<file path="src/rtl/button_conditioner.sv">
// rtl/button_conditioner.sv - synchronized, debounced pushbutton with press/release strobes
//
// Purpose: conditions a raw bouncing pushbutton. The input passes through a
// two-flop synchronizer, then a four-state qualifier FSM that accepts a level
// only after it has held for DEBOUNCE_CYCLES consecutive clocks.
//
// Ports:
//   clk          in   single clock, rising edge
//   rst_n        in   asynchronous active-low reset
//   btn_in       in   raw pushbutton, asynchronous to clk
//   btn_level    out  debounced level, 1 = pressed
//   btn_press    out  one-cycle strobe per accepted press
//   btn_release  out  one-cycle strobe per accepted release
//   press_count  out  accepted presses since reset, modulo 256
module button_conditioner #(
  parameter int DEBOUNCE_CYCLES = 1000000
) (
  input  logic       clk,
  input  logic       rst_n,
  input  logic       btn_in,
  output logic       btn_level,
  output logic       btn_press,
  output logic       btn_release,
  output logic [7:0] press_count
);

  localparam int CNT_W = $clog2(DEBOUNCE_CYCLES);
  localparam logic [CNT_W-1:0] CNT_MAX = CNT_W'(DEBOUNCE_CYCLES - 1);

  localparam logic [1:0] S_IDLE            = 2'd0;
  localparam logic [1:0] S_CONFIRM_PRESS   = 2'd1;
  localparam logic [1:0] S_HELD            = 2'd2;
  localparam logic [1:0] S_CONFIRM_RELEASE = 2'd3;

  logic             r_sync1;
  logic             r_btn_s;
  logic [1:0]       r_state;
  logic [CNT_W-1:0] r_cnt;
  logic             r_level;
  logic             r_press;
  logic             r_release;
  logic [7:0]       r_press_count;

  logic [1:0]       w_state_nxt;
  logic [CNT_W-1:0] w_cnt_nxt;
  logic             w_press_nxt;
  logic             w_release_nxt;

  // Two-flop synchronizer; only r_btn_s is used downstream.
  always_ff @(posedge clk or negedge rst_n) begin
    if (!rst_n) begin
      r_sync1 <= 1'b0;
      r_btn_s <= 1'b0;
    end else begin
      r_sync1 <= btn_in;
      r_btn_s <= r_sync1;
    end
  end

  // The counter restarts at 0 on every entry to a confirm state, so any
  // interruption of the candidate level forces a full re-qualification.
  always_comb begin
    w_state_nxt   = r_state;
    w_cnt_nxt     = r_cnt;
    w_press_nxt   = 1'b0;
    w_release_nxt = 1'b0;
    case (r_state)
      S_IDLE: begin
        if (r_btn_s) begin
          w_state_nxt = S_CONFIRM_PRESS;
          w_cnt_nxt   = '0;
        end
      end
      S_CONFIRM_PRESS: begin
        if (!r_btn_s) begin
          w_state_nxt = S_IDLE;
          w_cnt_nxt   = '0;
        end else if (r_cnt == CNT_MAX) begin
          w_state_nxt = S_HELD;
          w_cnt_nxt   = '0;
          w_press_nxt = 1'b1;
        end else begin
          w_cnt_nxt = r_cnt + 1'b1;
        end
      end
      S_HELD: begin
        if (!r_btn_s) begin
          w_state_nxt = S_CONFIRM_RELEASE;
          w_cnt_nxt   = '0;
        end
      end
      S_CONFIRM_RELEASE: begin
        if (r_btn_s) begin
          w_state_nxt = S_HELD;
          w_cnt_nxt   = '0;
        end else if (r_cnt == CNT_MAX) begin
          w_state_nxt   = S_IDLE;
          w_cnt_nxt     = '0;
          w_release_nxt = 1'b1;
        end else begin
          w_cnt_nxt = r_cnt + 1'b1;
        end
      end
      default: begin
        w_state_nxt = S_IDLE;
        w_cnt_nxt   = '0;
      end
    endcase
  end

  // Outputs are registered from the next-state decode so level, strobe and
  // count all change on the same edge as the accepting transition.
  always_ff @(posedge clk or negedge rst_n) begin
    if (!rst_n) begin
      r_state       <= S_IDLE;
      r_cnt         <= '0;
      r_level       <= 1'b0;
      r_press       <= 1'b0;
      r_release     <= 1'b0;
      r_press_count <= 8'd0;
    end else begin
      r_state   <= w_state_nxt;
      r_cnt     <= w_cnt_nxt;
      r_level   <= (w_state_nxt == S_HELD) || (w_state_nxt == S_CONFIRM_RELEASE);
      r_press   <= w_press_nxt;
      r_release <= w_release_nxt;
      if (w_press_nxt) begin
        r_press_count <= r_press_count + 8'd1;
      end
    end
  end

  assign btn_level   = r_level;
  assign btn_press   = r_press;
  assign btn_release = r_release;
  assign press_count = r_press_count;

endmodule

</file>
<file path="config.mk">
export PLATFORM = sky130hd
export DESIGN_NAME = button_conditioner
export DESIGN_NICKNAME = d
export VERILOG_FILES = /design/src/rtl/button_conditioner.sv
export SDC_FILE = /design/constraint.sdc
export NUM_CORES = 1
export LEC_CHECK = 0
export ABC_AREA = 1
export CELL_PAD_IN_SITES_DETAIL_PLACEMENT = 0
export CELL_PAD_IN_SITES_GLOBAL_PLACEMENT = 2
export CORE_ASPECT_RATIO = 0.9
export CORE_MARGIN = 2
export CORE_UTILIZATION = 37
export CTS_CLUSTER_SIZE = 12
export DETAILED_ROUTE_END_ITERATION = 16
export PLACE_DENSITY_LB_ADDON = 0.12
export RECOVER_POWER = 100
export REMOVE_ABC_BUFFERS = 1
export SLEW_MARGIN = 0
export SYNTH_ARGS = -nofsm -noshare
export SYNTH_HDL_FRONTEND = slang
export SYNTH_SLANG_ARGS = --single-unit
</file>
<file path="constraint.sdc">
create_clock -name clk -period 4.1 [get_ports clk]
set_clock_uncertainty 0.15 [all_clocks]
set_input_delay 1.025 -clock clk [delete_from_list [all_inputs] [get_ports clk]]
set_output_delay 1.025 -clock clk [all_outputs]
set_load 0.05 [all_outputs]
</file>
==> results.tsv, run 1 <==
metric	value	unit
status	finished with violations	
violations	max-capacitance violations, max-slew violations	
post-route-period-util	68.6	%
fmax	355	MHz
netlist_instances	247	
postCtsResizedCells	0	
cts_tree	yes	
critPathMaxStageDelay	0.90	ns
yosysTopAreaCell	dfrtp_1	
power.density	282	mW/mm²
wirelength	4300	µm
numCtsBuffers	5	
antenna_found_initial	0	
yosys_warnings	0	
die_w	81.2	µm
ir_worst_vdd	0.133	mV
reg2reg_depth	8	
drive_above_1_share	8.27	%
clock_latency	0.28	ns
timing.rr.end	press_count[3]	
die_y	73.5	µm
grt_pass1_wl	7190	µm
rsz0062_at_grt	no	
drv_cap	1	
cts_sinks	35	
grt_max_degree	36	
final.min_clock_period	2.81	ns
relSlewSlack	-29.5	%
holdWs	0.207	ns
wire_per_inst	12.9	µm
crit_fanout	6	
met2_usage	22.6	%
crit_family	buffers and inverters	
worstPathCellList	dlygate4sd3_1	
cp-start-kind	register	
critPathRequiredTime	2.92	ns
cts.clk_slew.worst_paths	0.07	ns
busiest_layer	met1	
finalHoldViolations	0	
synth_area	0.00198	mm²
cp.arrival	1.64	ns
nets	270	
overflow	0	
crit_start	press_count[2]	
power_leakage	1.02	nW
tightest_slew	1.94	ns
hold_depth	0	
diodes	0	
drt-pass1-iter-count	4	
synth_seq_cells	35	
drtAntennaViolNets	0	
ios	14	
grt_pass1_vias	1496	
min_path_type	register to register	
synthTopCellsByArea	dfrtp_1, nand2_1, nand3_1	
dp_hpwl	3080	µm
clk_path_buf_depth	2	
use_met1	24.0	%
fin_tns_setup	0	ns
ys_seq_area_share	44.1	%
cts_root_buffer	clkbuf_8	
cts_hold_buf	0	
core	0.00522	mm²
hold_path_end	r_btn_s	
die-area	0.00597	mm²
ys_types	28	
portBuffers	13	
final_max_slew_viol_count	36	
drcViolationCount	0	
avgSynthCellArea	8.03	µm²
viasPerCell	4.83	
end_kind	output pin	
gp_congestion	0.772	
worstHoldStart	r_sync1	
slowest_stage	dlygate4sd3_1	
crit_type	register to output pin	
reg2reg_slack	1.87	ns
rows	25	
grt_use_met3	3.69	%
post_cts_buffers	0	
grt_usage	15.9	%
initial_core_util	38.0	%
yosysTopAreaCellShare	44.1	%
rr_startpoint	r_cnt[0]	
report.final.setup_viol	0	
syn_to_final_growth	11.0	%
first_iter_violations	41	
cp_num_buf_inv	1	
h-tree-depth	2	
via_count	1609	
## sequential cells by signal, summed over array words and instances, names as in the netlist
register / cells
r_sync1: 1
btn_level: 1
r_state: 2
r_cnt: 20
press_count: 8
btn_press: 1
btn_release: 1
r_btn_s: 1
## cell usage in the layout, fill, tap and decap left out
cell type       n
nand4_1         5
a21oi_1         6
dfrtp_1        35
ha_1            2
nor2_2          4
o21ai_0        11
buf_4           1
xnor2_1         4
dlygate4sd3_1  12
xor2_1         12
nor2_1         25
nand2_2         2
clkinv_2        3
nor2_8          1
nand2_1        76
nand3_2         1
a31oi_1         1
clkbuf_1        1
o21ai_1         1
nand3_1        26
inv_2           2
or2_4           1
o22ai_1         4
clkbuf_8        5
o21bai_1        2
nor2_4          2
nor3_1          1
inv_1          20
## synth_stat cells, drive strengths merged
cell / count
nand4: 5
o21bai: 2
o22ai: 4
nor3: 1
a31oi: 1
o21ai: 12
inv: 22
buf: 3
or2: 1
nand2: 78
nor2: 32
nand3: 27
dfrtp: 35
xor2: 12
xnor2: 4
a21oi: 6
ha: 2
## cell families after synthesis
kind of cell	Yosys count	share of synthesized area [%]
simple gates	144	34.7
flops	35	44.1
compound gates	25	7.44
buf+inv	25	5.36
xor+xnor	16	7.06
fa+ha+maj	2	1.26
## through the flow
stage / utilization (%) / worst slack [ns] / total power, mW / instance area (µm²) / cells
after floorplan: - / 2.25 / 0.372 / 1960 / 244
after global placement: 41.7 / 1.65 / 0.388 / 2180 / 325
after detailed placement: 41.7 / 1.65 / 0.387 / 2180 / 325
after CTS: 43.3 / 1.33 / 0.635 / 2260 / 333
after global routing: 42.2 / 1.20 / 0.650 / 2200 / 333
final: 42.2 / 1.29 / 0.621 / 2200 / 333
## layer usage
layer	part of all wire [%]	vias to the layer above
li1	-	828
met1	55	762
met2	42	15
met3	2.1	4
met4	0.93	0
met5	0	-
## where the power goes
part           internal [mW]  switching [mW]  leakage, nW
Sequential             0.348         0.00274        0.481
Combinational        0.00570          0.0200        0.488
Clock                  0.116           0.128       0.0477
Total                  0.470           0.151         1.02
## final cells by class
class	instances	area, µm²
Clock buffer	5	68.8
Clock inverter	3	15.0
Fill cell	544	3020
Inverter	22	82.6
Multi-Input combinational cell	187	946
Sequential cell	35	876
Tap cell	67	83.8
Timing Repair Buffer	14	131
## worst max path at each step
stage / cells past startpoint / end / slack [ns]
2_1_floorplan: 0 / press_count[2] / 2.25
3_3_place_gp: 1 / press_count[2] / 1.65
3_5_place_dp: 1 / press_count[2] / 1.65
4_1_cts: 1 / press_count[2] / 1.33
5_1_grt: 1 / r_cnt[19] / 1.20
6_report: 1 / press_count[2] / 1.29
(Power assumes the default switching activity.)
==> run 2, diff against run 1 <==
--- a/config.mk
+++ b/config.mk
@@ -10,7 +10,7 @@
 export CELL_PAD_IN_SITES_GLOBAL_PLACEMENT = 2
 export CORE_ASPECT_RATIO = 0.9
 export CORE_MARGIN = 2
-export CORE_UTILIZATION = 37
+export CORE_UTILIZATION = 35
 export CTS_CLUSTER_SIZE = 12
 export DETAILED_ROUTE_END_ITERATION = 16
 export PLACE_DENSITY_LB_ADDON = 0.12
==> constraint.sdc (replaced) <==
create_clock -name clk -period 2.63 [get_ports clk]
set_clock_uncertainty 0.15 [all_clocks]
set_input_delay 0.6575 -clock clk [delete_from_list [all_inputs] [get_ports clk]]
set_output_delay 0.6575 -clock clk [all_outputs]
set_load 0.05 [all_outputs]
==> results.tsv, run 2 (synthesis results as in run 1) <==
metric	value	unit	change
portBuffers	13		unchanged
grt_max_degree	36		unchanged
overflow	0		unchanged
sw_frac_of_total	20.9	%	-3.4 points
tightest_slew	0.914	ns	-1.03 ns
initial_core_util	37.1	%	-0.89 points
cp_num_buf_inv	1		unchanged
clock_latency	0.29	ns	about the same
antenna_found_initial	0		unchanged
syn_to_final_growth	14.2	%	
ir_worst_vdd	0.265	mV	+99%
cp-start-kind	register		
nets	271		+0.37%
end_kind	output pin		
rsz0062_at_grt	no		
wire_per_inst	13.0	µm	+0.42%
finalHoldViolations	0		unchanged
power.share.clock	50.1	%	+11 points
dp_hpwl	3160	µm	+2.4%
die_y	75.4	µm	+2.7%
report.final.setup_viol	0		unchanged
wirelength	4330	µm	+0.72%
crit_fanout	6		unchanged
die-area	0.00629	mm²	+5.4%
viasPerCell	4.62		-4.5%
final.min_clock_period	2.45	ns	
cp.arrival	1.64	ns	about the same
drv_cap	0		-1
ios	14		unchanged
post-route-period-util	93.1	%	
fin_tns_setup	0	ns	unchanged
worstPathCellList	dlygate4sd3_1		
power.density	519	mW/mm²	+84%
diodes	0		unchanged
drt-pass1-iter-count	4		unchanged
largest_register	r_cnt		
p_seq_share	46.5	%	-10 points
die_w	83.4	µm	+2.7%
grt_usage	14.6	%	-1.3 points
postCtsResizedCells	0		unchanged
drtAntennaViolNets	0		unchanged
cts_sinks	35		unchanged
holdWs	0.215	ns	+0.00767 ns
cts_hold_buf	0		unchanged
clk_path_buf_depth	2		unchanged
layout_common_cells	nand2_1, dfrtp_1, nand3_1		
via_count	1542		-4.2%
core	0.00535	mm²	+2.4%
crit_family	buffers and inverters		
cts_tree	yes		
relSlewSlack	39.1	%	+69 points
min_path_type	register to register		
intPower	931	µW	+98%
critPathMaxStageDelay	0.90	ns	about the same
fmax	408	MHz	
grt_pass1_vias	1436		-4.0%
status	completed		
p_sw	246	µW	+63%
grt_pass1_wl	7120	µm	-0.96%
rows	25		unchanged
gp_congestion	0.742		-4.0%
cts_root_buffer	clkbuf_8		
drcViolationCount	0		unchanged
final_max_slew_viol_count	0		-100%
drive_above_1_share	9.36	%	+1.1 points
cts.clk_slew.worst_paths	0.07	ns	about the same
first_iter_violations	79		+93%
largest_register_ffs	20		unchanged
numCtsBuffers	5		unchanged
post_cts_buffers	0		unchanged
crit_type	register to output pin		
slowest_stage	dlygate4sd3_1		
p_comb_share	3.5	%	-0.6 points
critPathRequiredTime	1.82	ns	-1.10 ns
h-tree-depth	2		unchanged
final_common_cell	nand2_1		
power_leakage	1.04	nW	+2.4%
[run 2: changes by cell type in the layout (fill, tap and decap cells not counted)]
cell        delta
buf_4          +1
bufinv_16      +2
clkbuf_1       -1
clkbuf_2       +1
clkinv_2       -3
clkinvlp_4     +1
nor2_1         -1
nor2_2         +1
[run 2: power groups by stage]
stage	Combinational (mW)	Clock, mW	Sequential [mW]
floorplan	0.0225	0	0.557
global placement	0.0466	0	0.558
detailed placement	0.0462	0	0.558
CTS	0.0463	0.602	0.547
global route	0.0473	0.630	0.547
finish	0.0408	0.589	0.547
[run 2: stage by stage]
step | total power [mW] | instances | util [%] | instance area (µm²) | setup slack (ns)
after floorplan | 0.580 | 244 | - | 1960 | 0.898
after global placement | 0.605 | 326 | 40.8 | 2180 | 0.571
after detailed placement | 0.604 | 326 | 40.8 | 2180 | 0.549
after CTS | 1.20 | 334 | 43.4 | 2320 | 0.229
after global routing | 1.22 | 334 | 42.4 | 2270 | 0.109
final | 1.18 | 334 | 42.4 | 2270 | 0.180
[run 2: routing by layer]
layer | GRT usage, % | share of wire, % | vias to the layer above
li1 | - | - | 834
met1 | 21.2 | 55 | 687
met2 | 21.7 | 41 | 16
met3 | 3.58 | 2.7 | 5
met4 | 4.92 | 0.92 | 0
met5 | 0 | 0 | -
[run 2: area by class of cell]
type	instances	area, µm²
clock buffer	5	68.8
clock inverter	3	67.6
fill	552	3080
inverter	22	82.6
multi-input combinational	187	948
sequential	35	876
tap	67	83.8
timing repair buffer	15	140
[run 2: path summary, 6_finish.rpt]
path | start | end | slack [ns] | depth (start not counted)
setup / recovery | press_count[2] | press_count[2] | 0.18 | 1
hold / removal | r_sync1 | r_btn_s | 0.21 | 0
setup reg to reg | r_cnt[0] | press_count[0] | 0.35 | 8
hold reg to reg | r_sync1 | r_btn_s | 0.21 | 0
max in group asynchronous | rst_n | r_btn_s | 1.42 | 1
min in group asynchronous | rst_n | r_cnt[17] | 0.34 | 1
==> run 3, diff against run 2 <==
--- a/config.mk
+++ b/config.mk
@@ -13,6 +13,7 @@
 export CORE_UTILIZATION = 35
 export CTS_CLUSTER_SIZE = 12
 export DETAILED_ROUTE_END_ITERATION = 16
+export GPL_TIMING_DRIVEN = 0
 export PLACE_DENSITY_LB_ADDON = 0.12
 export RECOVER_POWER = 100
 export REMOVE_ABC_BUFFERS = 1
==> results.tsv, run 3 (synthesis results as in run 1) <==
metric	value	unit	change
cp_num_buf_inv	1		unchanged
viasPerCell	4.69		+1.5%
grt_pass1_wl	7280	µm	+2.2%
slowest_stage	dlygate4sd3_1		
die_w	83.4	µm	unchanged
final.min_clock_period	2.46	ns	+0.0140 ns
drv_cap	0		unchanged
wirelength	4310	µm	-0.60%
p_comb_share	4.0	%	+0.5 points
cts_sinks	35		unchanged
clock_latency	0.29	ns	about the same
cp-start-kind	register		
drt-pass1-iter-count	4		unchanged
ios	14		unchanged
diodes	0		unchanged
wire_per_inst	13.0	µm	about the same
rsz0062_at_grt	no		
tightest_slew	0.934	ns	+0.0199 ns
rr_startpoint	r_cnt[0]		
relSlewSlack	37.8	%	-1.3 points
post-route-period-util	93.7	%	+0.53 points
die-area	0.00629	mm²	unchanged
first_iter_violations	24		-70%
end_kind	output pin		
critPathRequiredTime	1.82	ns	about the same
initial_core_util	37.1	%	unchanged
crit_fanout	6		unchanged
min_path_type	register to register		
largest_register_ffs	20		unchanged
worstPathCellList	dlygate4sd3_1		
drtAntennaViolNets	0		unchanged
crit_family	buffers and inverters		
post_cts_buffers	0		unchanged
sw_frac_of_total	24.5	%	+3.6 points
dp_hpwl	3040	µm	-3.8%
p_sw	238	µW	-3.4%
cts_root_buffer	clkbuf_8		
power.density	439	mW/mm²	-15%
syn_to_final_growth	11.3	%	
antenna_found_initial	0		unchanged
p_seq_share	56.4	%	+9.9 points
ir_worst_vdd	0.212	mV	-20%
largest_register	r_cnt		
final_common_cell	nand2_1		
cp.arrival	1.66	ns	+0.02 ns
postCtsResizedCells	0		unchanged
fmax	406	MHz	-0.57%
status	completed		
nets	269		-0.74%
clk_path_buf_depth	2		unchanged
report.power.total	970	µW	-18%
grt_pass1_vias	1497		+4.2%
cts.clk_slew.worst_paths	0.08	ns	about the same
critPathMaxStageDelay	0.91	ns	about the same
report.final.setup_viol	0		unchanged
drive_above_1_share	9.43	%	+0.071 points
grt_max_degree	36		unchanged
layout_common_cells	nand2_1, dfrtp_1, nand3_1		
power_leakage	1.02	nW	-1.7%
drcViolationCount	0		unchanged
crit_start	press_count[2]		
grt_usage	14.9	%	+0.28 points
intPower	732	µW	-21%
cts_tree	yes		
via_count	1556		+0.91%
portBuffers	13		unchanged
rows	25		unchanged
crit_type	register to output pin		
h-tree-depth	2		unchanged
fin_util	41.3	%	-1.1 points
gp_congestion	0.798		+7.6%
power.share.clock	39.6	%	-10 points
die_y	75.4	µm	unchanged
overflow	0		unchanged
core	0.00535	mm²	unchanged
worstHoldStart	r_sync1		
finalHoldViolations	0		unchanged
holdWs	0.200	ns	-0.0143 ns
numCtsBuffers	5		unchanged
cts_hold_buf	0		unchanged
final_max_slew_viol_count	0		unchanged
run 3: area by class of cell:
cell class                      count  area, µm²
Multi-Input combinational cell    187        958
Fill cell                         564       3140
Inverter                           22       82.6
Clock inverter                      3       15.0
Tap cell                           67       83.8
Timing Repair Buffer               13        125
Sequential cell                    35        876
Clock buffer                        5       68.8
run 3: power groups by stage:
stage	clock (mW)	combinational [mW]	sequential (mW)
after floorplan	0	0.0225	0.557
after global placement	0	0.0458	0.558
after detailed placement	0	0.0441	0.558
after CTS	0.399	0.0445	0.547
after global routing	0.420	0.0468	0.547
final	0.384	0.0391	0.547
run 3: layer usage:
metal	share of wire, %	vias up	track usage [%]
li1	-	823	-
met1	54	709	21.1
met2	42	19	22.8
met3	3.4	5	3.58
met4	0.77	0	4.92
met5	0	-	0
run 3: through the flow:
step / TNS, ns / std cells / area (µm²) / setup WS [ns]
after floorplan: 0 / 244 / 1960 / 0.898
after global placement: -7.22 / 324 / 2170 / -0.209
after detailed placement: 0 / 324 / 2170 / 0.164
after CTS: 0 / 332 / 2250 / 0.114
after global routing: 0 / 332 / 2210 / 0.107
final: 0 / 332 / 2210 / 0.166
run 3: worst paths after layout:
| check | cells after the start | end | slack, ns |
|---|---|---|---|
| setup / recovery | 1 | press_count[2] | 0.17 |
| hold / removal | 0 | r_btn_s | 0.20 |
| setup reg to reg | 6 | r_cnt[11] | 0.46 |
| hold reg to reg | 0 | r_btn_s | 0.20 |
| max in group asynchronous | 1 | r_cnt[1] | 1.40 |
| min in group asynchronous | 1 | r_cnt[17] | 0.34 |
